[src/rtl/pc_update_if.sv]
// pc_update_if -- bundle between the control FSM / datapath and the PC update
// unit.
//
// Control side (master) drives:
//   PCWrite, PCWriteCond, PCSource, Branch, TargetLoad, imm, jump_field,
//   alu_result.
// PC unit side (slave) drives:
//   PC, PC_plus4, Target, Taken, Fault.
interface pc_update_if #(
  parameter int word_size = 32
);
  logic                 PCWrite;
  logic                 PCWriteCond;
  logic [1:0]           PCSource;
  logic                 Branch;
  logic                 TargetLoad;
  logic [word_size-1:0] imm;
  logic [25:0]          jump_field;
  logic [word_size-1:0] alu_result;
  logic [word_size-1:0] PC;
  logic [word_size-1:0] PC_plus4;
  logic [word_size-1:0] Target;
  logic                 Taken;
  logic                 Fault;

  modport master (
    output PCWrite, PCWriteCond, PCSource, Branch, TargetLoad, imm,
           jump_field, alu_result,
    input  PC, PC_plus4, Target, Taken, Fault
  );

  modport slave (
    input  PCWrite, PCWriteCond, PCSource, Branch, TargetLoad, imm,
           jump_field, alu_result,
    output PC, PC_plus4, Target, Taken, Fault
  );
endinterface

[src/rtl/pc_update_unit.sv]
// pc_update_unit -- program counter and branch-target register for a
// multi-cycle CPU.
//
// Ports:
//   clk  : single clock, all state changes on posedge
//   rst  : synchronous active-high reset
//   bus  : pc_update_if.slave
//          inputs  : PCWrite, PCWriteCond, PCSource, Branch, TargetLoad,
//                    imm (word offset), jump_field, alu_result
//          outputs : PC, Target, Taken, Fault (registered),
//                    PC_plus4 (combinational from PC only)
//
// A selected candidate that is not word aligned is never loaded; it raises a
// sticky Fault that freezes the PC until reset.
module pc_update_unit #(
  parameter int                   word_size    = 32,
  parameter logic [word_size-1:0] reset_vector = 32'h0000_0000
) (
  input  logic          clk,
  input  logic          rst,
  pc_update_if.slave    bus
);

  logic [word_size-1:0] pc_q, pc_d;
  logic [word_size-1:0] target_q, target_d;
  logic                 taken_q, taken_d;
  logic                 fault_q, fault_d;

  logic [word_size-1:0] pc_plus4_s;
  logic [word_size-1:0] jump_addr_s;
  logic [word_size-1:0] src_mux_s;
  logic [word_size-1:0] cand_s;
  logic                 update_sel_s;
  logic                 cond_path_s;

  // Sequential increment and jump address depend only on the current PC.
  always_comb begin
    pc_plus4_s  = pc_q + word_size'(4);
    jump_addr_s = {pc_plus4_s[word_size-1:28], bus.jump_field, 2'b00};
  end

  // Next-state: candidate selection, alignment check, sticky fault, target.
  always_comb begin
    pc_d         = pc_q;
    target_d     = target_q;
    taken_d      = 1'b0;
    fault_d      = fault_q;
    src_mux_s    = pc_plus4_s;
    cand_s       = pc_plus4_s;
    update_sel_s = 1'b0;
    cond_path_s  = 1'b0;

    case (bus.PCSource)
      2'b00:   src_mux_s = pc_plus4_s;
      2'b01:   src_mux_s = bus.alu_result;
      2'b10:   src_mux_s = jump_addr_s;
      2'b11:   src_mux_s = target_q;
      default: src_mux_s = pc_plus4_s;
    endcase

    // PCWrite wins; Branch only matters on the conditional path.
    if (bus.PCWrite) begin
      update_sel_s = 1'b1;
      cand_s       = src_mux_s;
    end else if (bus.PCWriteCond && bus.Branch) begin
      update_sel_s = 1'b1;
      cond_path_s  = 1'b1;
      cand_s       = target_q;
    end else begin
      update_sel_s = 1'b0;
      cand_s       = pc_plus4_s;
    end

    // Once faulted, the PC is frozen regardless of strobes.
    if (fault_q) begin
      pc_d = pc_q;
    end else if (update_sel_s) begin
      if (cand_s[1:0] == 2'b00) begin
        pc_d    = cand_s;
        taken_d = cond_path_s;
      end else begin
        fault_d = 1'b1;
      end
    end else begin
      pc_d = pc_q;
    end

    // Target is always computed from the pre-edge PC.
    if (bus.TargetLoad) begin
      target_d = pc_plus4_s + (bus.imm << 2);
    end else begin
      target_d = target_q;
    end
  end

  // State registers with synchronous reset.
  always_ff @(posedge clk) begin
    if (rst) begin
      pc_q     <= reset_vector;
      target_q <= '0;
      taken_q  <= 1'b0;
      fault_q  <= 1'b0;
    end else begin
      pc_q     <= pc_d;
      target_q <= target_d;
      taken_q  <= taken_d;
      fault_q  <= fault_d;
    end
  end

  assign bus.PC       = pc_q;
  assign bus.PC_plus4 = pc_plus4_s;
  assign bus.Target   = target_q;
  assign bus.Taken    = taken_q;
  assign bus.Fault    = fault_q;

endmodule

[src/flat_wrapper.sv]
// flat-port wrapper written by rule: the top's interface ports become plain ports
module pc_update_unit_flat 
#(
  parameter int                   word_size    = 32,
  parameter logic [word_size-1:0] reset_vector = 32'h0000_0000
)
  (clk, rst, bus_PCWrite, bus_PCWriteCond, bus_PCSource, bus_Branch, bus_TargetLoad, bus_imm, bus_jump_field, bus_alu_result, bus_PC, bus_PC_plus4, bus_Target, bus_Taken, bus_Fault);
  pc_update_if #(.word_size(word_size)) bus_i ();
  input  logic clk;
  input  logic rst;
  input wire logic [$bits(bus_i.PCWrite)-1:0] bus_PCWrite;
  input wire logic [$bits(bus_i.PCWriteCond)-1:0] bus_PCWriteCond;
  input wire logic [$bits(bus_i.PCSource)-1:0] bus_PCSource;
  input wire logic [$bits(bus_i.Branch)-1:0] bus_Branch;
  input wire logic [$bits(bus_i.TargetLoad)-1:0] bus_TargetLoad;
  input wire logic [$bits(bus_i.imm)-1:0] bus_imm;
  input wire logic [$bits(bus_i.jump_field)-1:0] bus_jump_field;
  input wire logic [$bits(bus_i.alu_result)-1:0] bus_alu_result;
  output wire logic [$bits(bus_i.PC)-1:0] bus_PC;
  output wire logic [$bits(bus_i.PC_plus4)-1:0] bus_PC_plus4;
  output wire logic [$bits(bus_i.Target)-1:0] bus_Target;
  output wire logic [$bits(bus_i.Taken)-1:0] bus_Taken;
  output wire logic [$bits(bus_i.Fault)-1:0] bus_Fault;
  assign bus_i.PCWrite = bus_PCWrite;
  assign bus_i.PCWriteCond = bus_PCWriteCond;
  assign bus_i.PCSource = bus_PCSource;
  assign bus_i.Branch = bus_Branch;
  assign bus_i.TargetLoad = bus_TargetLoad;
  assign bus_i.imm = bus_imm;
  assign bus_i.jump_field = bus_jump_field;
  assign bus_i.alu_result = bus_alu_result;
  assign bus_PC = bus_i.PC;
  assign bus_PC_plus4 = bus_i.PC_plus4;
  assign bus_Target = bus_i.Target;
  assign bus_Taken = bus_i.Taken;
  assign bus_Fault = bus_i.Fault;
  pc_update_unit #(.word_size(word_size), .reset_vector(reset_vector)) u_core (.clk(clk), .rst(rst), .bus(bus_i));
endmodule
[config.mk]
export PLATFORM = sky130hd
export DESIGN_NAME = pc_update_unit_flat
export DESIGN_NICKNAME = d
export VERILOG_FILES = /design/src/rtl/pc_update_if.sv /design/src/rtl/pc_update_unit.sv /design/src/flat_wrapper.sv
export SDC_FILE = /design/constraint.sdc
export NUM_CORES = 1
export LEC_CHECK = 0
export CAP_MARGIN = 10
export CORE_MARGIN = 1.5
export CORE_UTILIZATION = 40
export CTS_CLUSTER_SIZE = 28
export DETAILED_ROUTE_END_ITERATION = 8
export HOLD_SLACK_MARGIN = 0.06
export PLACE_DENSITY = 0.75
export SYNTH_ARGS = -nofsm -noshare
export SYNTH_HDL_FRONTEND = slang
export SYNTH_SLANG_ARGS = --single-unit
[constraint.sdc]
create_clock -name clk -period 10.8 [get_ports clk]
set_clock_uncertainty 0.05 [all_clocks]
set_input_delay 1.08 -clock clk [delete_from_list [all_inputs] [get_ports clk]]
set_output_delay 1.08 -clock clk [all_outputs]
set_load 0.01 [all_outputs]
# Yosys cells after proc, flatten, opt, wreduce, memory -nomap -nowiden
# Index checks and enable logic that the tools add are counted.
word_totals:
  ff_bits: 66
  elab_cells: 25
  output_inout_bits: 98
op_classes:
  addsub: 2
  bitwise_logic: 3
  muxes: 8
  n_reduce_logical: 5
  n_eq_ne: 3
ops:
  columns: ["cell", "count"]
  rows:
  - ["$pmux 32 s4", 1]
  - ["$mux 32", 2]
  - ["$add 32x3->32 const B", 1]
  - ["$add 32x32->32", 1]
  - ["$mux 1", 5]
  - ["$reduce_or 5->1", 1]
  - ["$eq 2x2->1 const B", 2]
  - ["$logic_not 2->1", 2]
  - ["$not 1->1", 3]
  - ["$reduce_and 3->1", 1]
  - ["$eq 2x1->1 const B", 1]
  - ["$logic_and 1x1->1", 1]

# Logic depth before layout (Yosys ltp)
depth:
  depth_word: 7
  depth_mapped: 17

# Worst setup path before layout
# No wires, ideal clock.
synth_timing:
  kind: "register -> register"
  startpoint: "register u_core.pc_q[2], in the netlist u_core.bus.PC[2]"
  endpoint: "register u_core.target_q[25], in the netlist u_core.bus.Target[25]"
  n_path_buf: 1
  arrival_time_ns: 3.619
  setup_time_ns: 0.116
  slack_ns: 7.016
  stages_incl_launch_ff: 16
  required_ns: 10.634
  path_cell_list: "dfxtp_1 > ha_1 > and3_4 > nor2b_1 > nand2_1 > xnor2_1 > ha_1 > buf_6 > a21oi_2 > o22ai_1 > or3_1 > o211ai_1 > or3b_4 > a21oi_2 > mux2_1 > a31o_1"
synth_via:
  elab_chain_len: 2
synth_lines:
  columns: ["item", "line_no", "rtl"]
  rows:
  - ["from (decl)", "pc_update_unit.sv:24", "logic [word_size-1:0] pc_q, pc_d;"]
  - ["from (signal assigned)", "pc_update_unit.sv:99", "pc_q <= reset_vector;"]
  - ["from (signal assigned)", "pc_update_unit.sv:104", "pc_q <= pc_d;"]
  - ["$add 32x3->32", "pc_update_unit.sv:38", "pc_plus4_s = pc_q + word_size'(4);"]
  - ["net bus_PC_plus4[10]", "flat_wrapper.sv:20", "output wire logic [$bits(bus_i.PC_plus4)-1:0] bus_PC_plus4;"]
  - ["$add 32x32->32", "pc_update_unit.sv:90", "target_d = pc_plus4_s + (bus.imm << 2);"]
  - ["to (signal assigned)", "pc_update_unit.sv:105", "target_q <= target_d;"]
  - ["to (decl)", "pc_update_unit.sv:25", "logic [word_size-1:0] target_q, target_d;"]
# The timed path passes the listed nets, and every way through them passes these cells.
# A chain may end at the register's enable or synchronous reset.

# Worst setup path in the final report
layout_timing:
  startpoint: "input port bus_PCWrite"
  endpoint: "register u_core.pc_q[27], in the netlist u_core.bus.PC[27]"
layout_via:
  elab_chain_len: 3
  word_cells_on_any_way: 4
  cone_classes: "mux (2); reduce/logical (2)"
layout_lines:
  columns: ["item", "line_no", "rtl"]
  rows:
  - ["from (decl)", "flat_wrapper.sv:11", "input wire logic [$bits(bus_i.PCWrite)-1:0] bus_PCWrite;"]
  - ["$mux 32", "pc_update_unit.sv:62", "if (bus.PCWrite) begin"]
  - ["$logic_not 2->1", "pc_update_unit.sv:78", "if (cand_s[1:0] == 2'b00) begin"]
  - ["$reduce_and 3->1 (no line)", null, null]
# Several ways; a longest one is shown, not always the timed one.

==> insert_results.sql <==
INSERT INTO impl_metrics (metric_group, metric, value, unit) VALUES
('layout', 'layout.cells.most_common', 'sky130_fd_sc_hd__clkdlybuf4s50_1', ''),
('power', 'worst_ir_drop_vdd', '0.0887', 'mV'),
('clock_network', 'tritoncts.num_buffers', '9', ''),
('routing', 'post_drt_wl_per_cell', '19.8', 'µm'),
('yosys', 'synth_top_area_share', '23.7', '%'),
('timing', 'min_period', '4570', 'ps'),
('min_path', 'timing.hold.worst.class', 'flip-flop to flip-flop', ''),
('routing', 'finalWirelength', '20400', 'µm'),
('layout', 'syn2layout_area_growth', '41.2', '%'),
('yosys', 'yosys-top-cells-area', 'sky130_fd_sc_hd__dfxtp_1 (24%), sky130_fd_sc_hd__ha_1 (8.1%), sky130_fd_sc_hd__nor2_1 (5.3%)', ''),
('worst_setup_path', 'r2r.worst_path.cells', '14', ''),
('layout', 'insertedDiodeCount', '0', ''),
('layout', 'most_frequent_cells_in_the_layout', 'sky130_fd_sc_hd__clkdlybuf4s50_1 (192), sky130_fd_sc_hd__nor2_1 (79), sky130_fd_sc_hd__dfxtp_1 (66)', ''),
('clock_network', 'post_cts_resized', '0', ''),
('yosys', 'synth_seq_area_share', '23.7', '%'),
('place', 'gp_routability_congestion', '0.882', ''),
('worst_setup_path', 'critical_path.startpoint', 'bus_PCWrite', ''),
('routing', 'final_antenna_net_count', '0', ''),
('status', 'status', 'finished, final reports clean', ''),
('timing', 'number_of_setup_violations_in_the_final_report', '0', ''),
('timing', 'finalCritPeriodShare', '42.3', '%'),
('worst_setup_path', 'worst_setup_path_start_kind', 'primary input', ''),
('global_routing', 'grt_max_degree', '66', ''),
('yosys', 'ys_seq_elements', '66', ''),
('routing', 'drtIter0Drc', '655', ''),
('worst_setup_path', 'critPathTopFamily', 'compound AO/OA/AOI/OAI gates', ''),
('worst_setup_path', 'worstSetupPathType', 'primary input to flip-flop', ''),
('clock_network', 'cts_hold_repair.buffers', '0', ''),
('worst_setup_path', 'cp_num_buf_inv', '3', ''),
('yosys', 'synth-main-ff-cell', 'sky130_fd_sc_hd__dfxtp_1', ''),
('global_routing', 'antenna_found_initial', '0', ''),
('job', 'maxCapViolCount', '0', ''),
('routing', 'remaining_routing_drc_violations', '0', ''),
('worst_setup_path', 'critical_path_peak_fanout', '39', ''),
('yosys', 'syn-mean-instance-area', '8.14', 'µm²'),
('layout', 'nets', '987', ''),
('worst_setup_path', 'worst_ep_required_time', '10940', 'ps'),
('global_routing', 'global_route.usage.total', '27.5', '%'),
('yosys', 'synth.cell_area', '0.00558', 'mm²'),
('worst_setup_path', 'arrival', '4710', 'ps'),
('routing', 'routed_via_density', '5.97', ''),
('yosys', 'synthArstFlopShare', '0', '%'),
('yosys', 'synth_warnings', '0', ''),
('timing', 'report.final.hold_viol_count', '0', ''),
('yosys', 'synth_cell_type_count', '85', ''),
('clock_network', 'longest_clk_path_bufs', '2', ''),
('floorplan', 'die_x', '121', 'µm'),
('timing', 'tns', '0', 'ps'),
('layout', 'drive_gt1_share', '6.42', '%'),
('timing', 'fmax', '219', 'MHz'),
('floorplan', 'core_area', '0.0135', 'mm²'),
('global_routing', 'grt_pass1_wl', '31200', 'µm'),
('timing', 'worst_slew_margin_rel', '33.6', '%'),
('clock_network', 'tritoncts', 'yes', ''),
('worst_setup_path', 'worstSetupEndpointType', 'flip-flop', ''),
('worst_setup_path', 'crit_cells', '11', ''),
('worst_setup_path', 'slowest_delay', '800', 'ps'),
('floorplan', 'design.die.area', '0.0147', 'mm²'),
('yosys', 'biggest_area_consumer_among_synthesized_cells', 'sky130_fd_sc_hd__dfxtp_1', ''),
('worst_setup_path', 'crit_top_cell', 'sky130_fd_sc_hd__buf_4', ''),
('floorplan', 'start_util', '41.5', '%'),
('clock_network', 'clock_latency', '330', 'ps'),
('routing', 'num_vias', '6170', ''),
('yosys', 'synth_enable_flop_cells', '0', ''),
('worst_setup_path', 'slack_of_the_worst_reg_to_reg_path', '6410', 'ps'),
('worst_setup_path', 'critical-path-slowest-cell', 'sky130_fd_sc_hd__nor3b_4', ''),
('worst_setup_path', 'crit_path_end', 'u_core.bus.PC[27]$_SDFFE_PP0P_', ''),
('clock_network', 'ctsRootBufferMaster', 'sky130_fd_sc_hd__clkbuf_16', ''),
('clock_network', 'clkTransAtPathRegs', '50', 'ps'),
('yosys', 'postSynthNetCount', '821', ''),
('floorplan', 'row_count', '42', '');
## kinds of logic after synthesis
group	after synthesis	synth area share (%)
DFF	66	23.7
adders and majority gates	37	8.43
buffers and inverters	61	4.64
xor gates and xnor gates	46	7.35
muxes	19	3.45
AOI/OAI and AO/OA	235	31.0
and+or+nand+nor	222	21.5
## power by group
part / internal, mW / switching, mW
clock network: 0.174 / 0.110
logic: 0.164 / 0.164
registers: 0.265 / 0.0305
## metrics by stage
stage,total power [mW],area (µm²),hold WS (ps),std cells,setup slack [ps]
floorplan,0.474,5580,431,686,7020
global placement,0.622,7600,440,1017,5940
detailed placement,0.623,7600,441,1017,5890
CTS,0.906,7880,451,1033,6240
global route,0.948,7880,473,1033,5950
finish,0.907,7880,452,1033,6230
## area by class of cell
type / count / area, µm²
fillers: 1246 / 5570
multi-input cells: 559 / 4010
repair buffers: 201 / 1990
flip-flops and latches: 66 / 1320
clock buffers: 14 / 274
well taps: 176 / 220
inverters: 15 / 56.3
clock inverters: 2 / 10.0
## layer usage
metal | GRT usage, % | share of wire (%) | up-vias
li1 | - | - | 2946
met2 | 44.7 | 45 | 341
met5 | 0 | 0 | -
met1 | 34.7 | 42 | 2837
met4 | 11.1 | 3.6 | 0
met3 | 7.05 | 9.6 | 46
## Yosys cell counts, types with 3 or more instances
library cell	count
sky130_fd_sc_hd__buf_4	3
sky130_fd_sc_hd__a21oi_1	35
sky130_fd_sc_hd__o21bai_1	5
sky130_fd_sc_hd__clkbuf_1	28
sky130_fd_sc_hd__xor2_1	15
sky130_fd_sc_hd__nor4_1	5
sky130_fd_sc_hd__mux2i_1	17
sky130_fd_sc_hd__and3_1	15
sky130_fd_sc_hd__nor3b_1	3
sky130_fd_sc_hd__nor2b_1	6
sky130_fd_sc_hd__o31ai_1	8
sky130_fd_sc_hd__nand2_1	42
sky130_fd_sc_hd__dfxtp_1	66
sky130_fd_sc_hd__o21ai_1	16
sky130_fd_sc_hd__nor2_1	79
sky130_fd_sc_hd__ha_1	36
sky130_fd_sc_hd__buf_1	5
sky130_fd_sc_hd__inv_1	15
sky130_fd_sc_hd__o211ai_1	5
sky130_fd_sc_hd__a22oi_1	24
sky130_fd_sc_hd__nand3_1	22
sky130_fd_sc_hd__and2_1	3
sky130_fd_sc_hd__buf_2	9
sky130_fd_sc_hd__o22ai_1	3
sky130_fd_sc_hd__and4_1	5
sky130_fd_sc_hd__or3_1	4
sky130_fd_sc_hd__nor3_1	9
sky130_fd_sc_hd__o21ai_0	20
sky130_fd_sc_hd__nand4_1	4
sky130_fd_sc_hd__a21o_1	20
sky130_fd_sc_hd__a22o_1	28
sky130_fd_sc_hd__nand3_2	3
sky130_fd_sc_hd__a211oi_1	21
sky130_fd_sc_hd__xnor2_1	30
sky130_fd_sc_hd__a222oi_1	16
## worst min path at each step
stage                                                  start  slack (ps)                                  to  depth (start not counted)
after detailed placement  u_core.bus.Target[30]$_SDFFE_PP0P_         440  u_core.bus.Target[30]$_SDFFE_PP0P_                          2
after global routing      u_core.bus.Target[30]$_SDFFE_PP0P_         470  u_core.bus.Target[30]$_SDFFE_PP0P_                          2
after floorplan           u_core.bus.Target[30]$_SDFFE_PP0P_         430  u_core.bus.Target[30]$_SDFFE_PP0P_                          2
after CTS                 u_core.bus.Target[30]$_SDFFE_PP0P_         450  u_core.bus.Target[30]$_SDFFE_PP0P_                          2
after global placement    u_core.bus.Target[30]$_SDFFE_PP0P_         440  u_core.bus.Target[30]$_SDFFE_PP0P_                          2
final                     u_core.bus.Target[30]$_SDFFE_PP0P_         450  u_core.bus.Target[30]$_SDFFE_PP0P_                          2
## worst register-to-register path: stages (launching register included)
cell,delay [ps]
sky130_fd_sc_hd__dfxtp_1,460
sky130_fd_sc_hd__ha_1,240
sky130_fd_sc_hd__and3_4,250
sky130_fd_sc_hd__nor2b_1,310
sky130_fd_sc_hd__nand2_1,120
sky130_fd_sc_hd__xnor2_1,470
sky130_fd_sc_hd__ha_1,430
sky130_fd_sc_hd__a21oi_2,150
sky130_fd_sc_hd__o22ai_1,150
sky130_fd_sc_hd__or3_1,360
sky130_fd_sc_hd__o211ai_1,170
sky130_fd_sc_hd__or3b_4,430
sky130_fd_sc_hd__a21oi_2,140
sky130_fd_sc_hd__mux2_1,360
sky130_fd_sc_hd__a31o_1,190
## flip-flops by register name (all words and copies together), names as in the netlist
signal,flops
u_core.bus.Fault,1
u_core.bus.Target,32
u_core.bus.Taken,1
u_core.bus.PC,32
No activity file was read; power rests on OpenSTA's default activity.
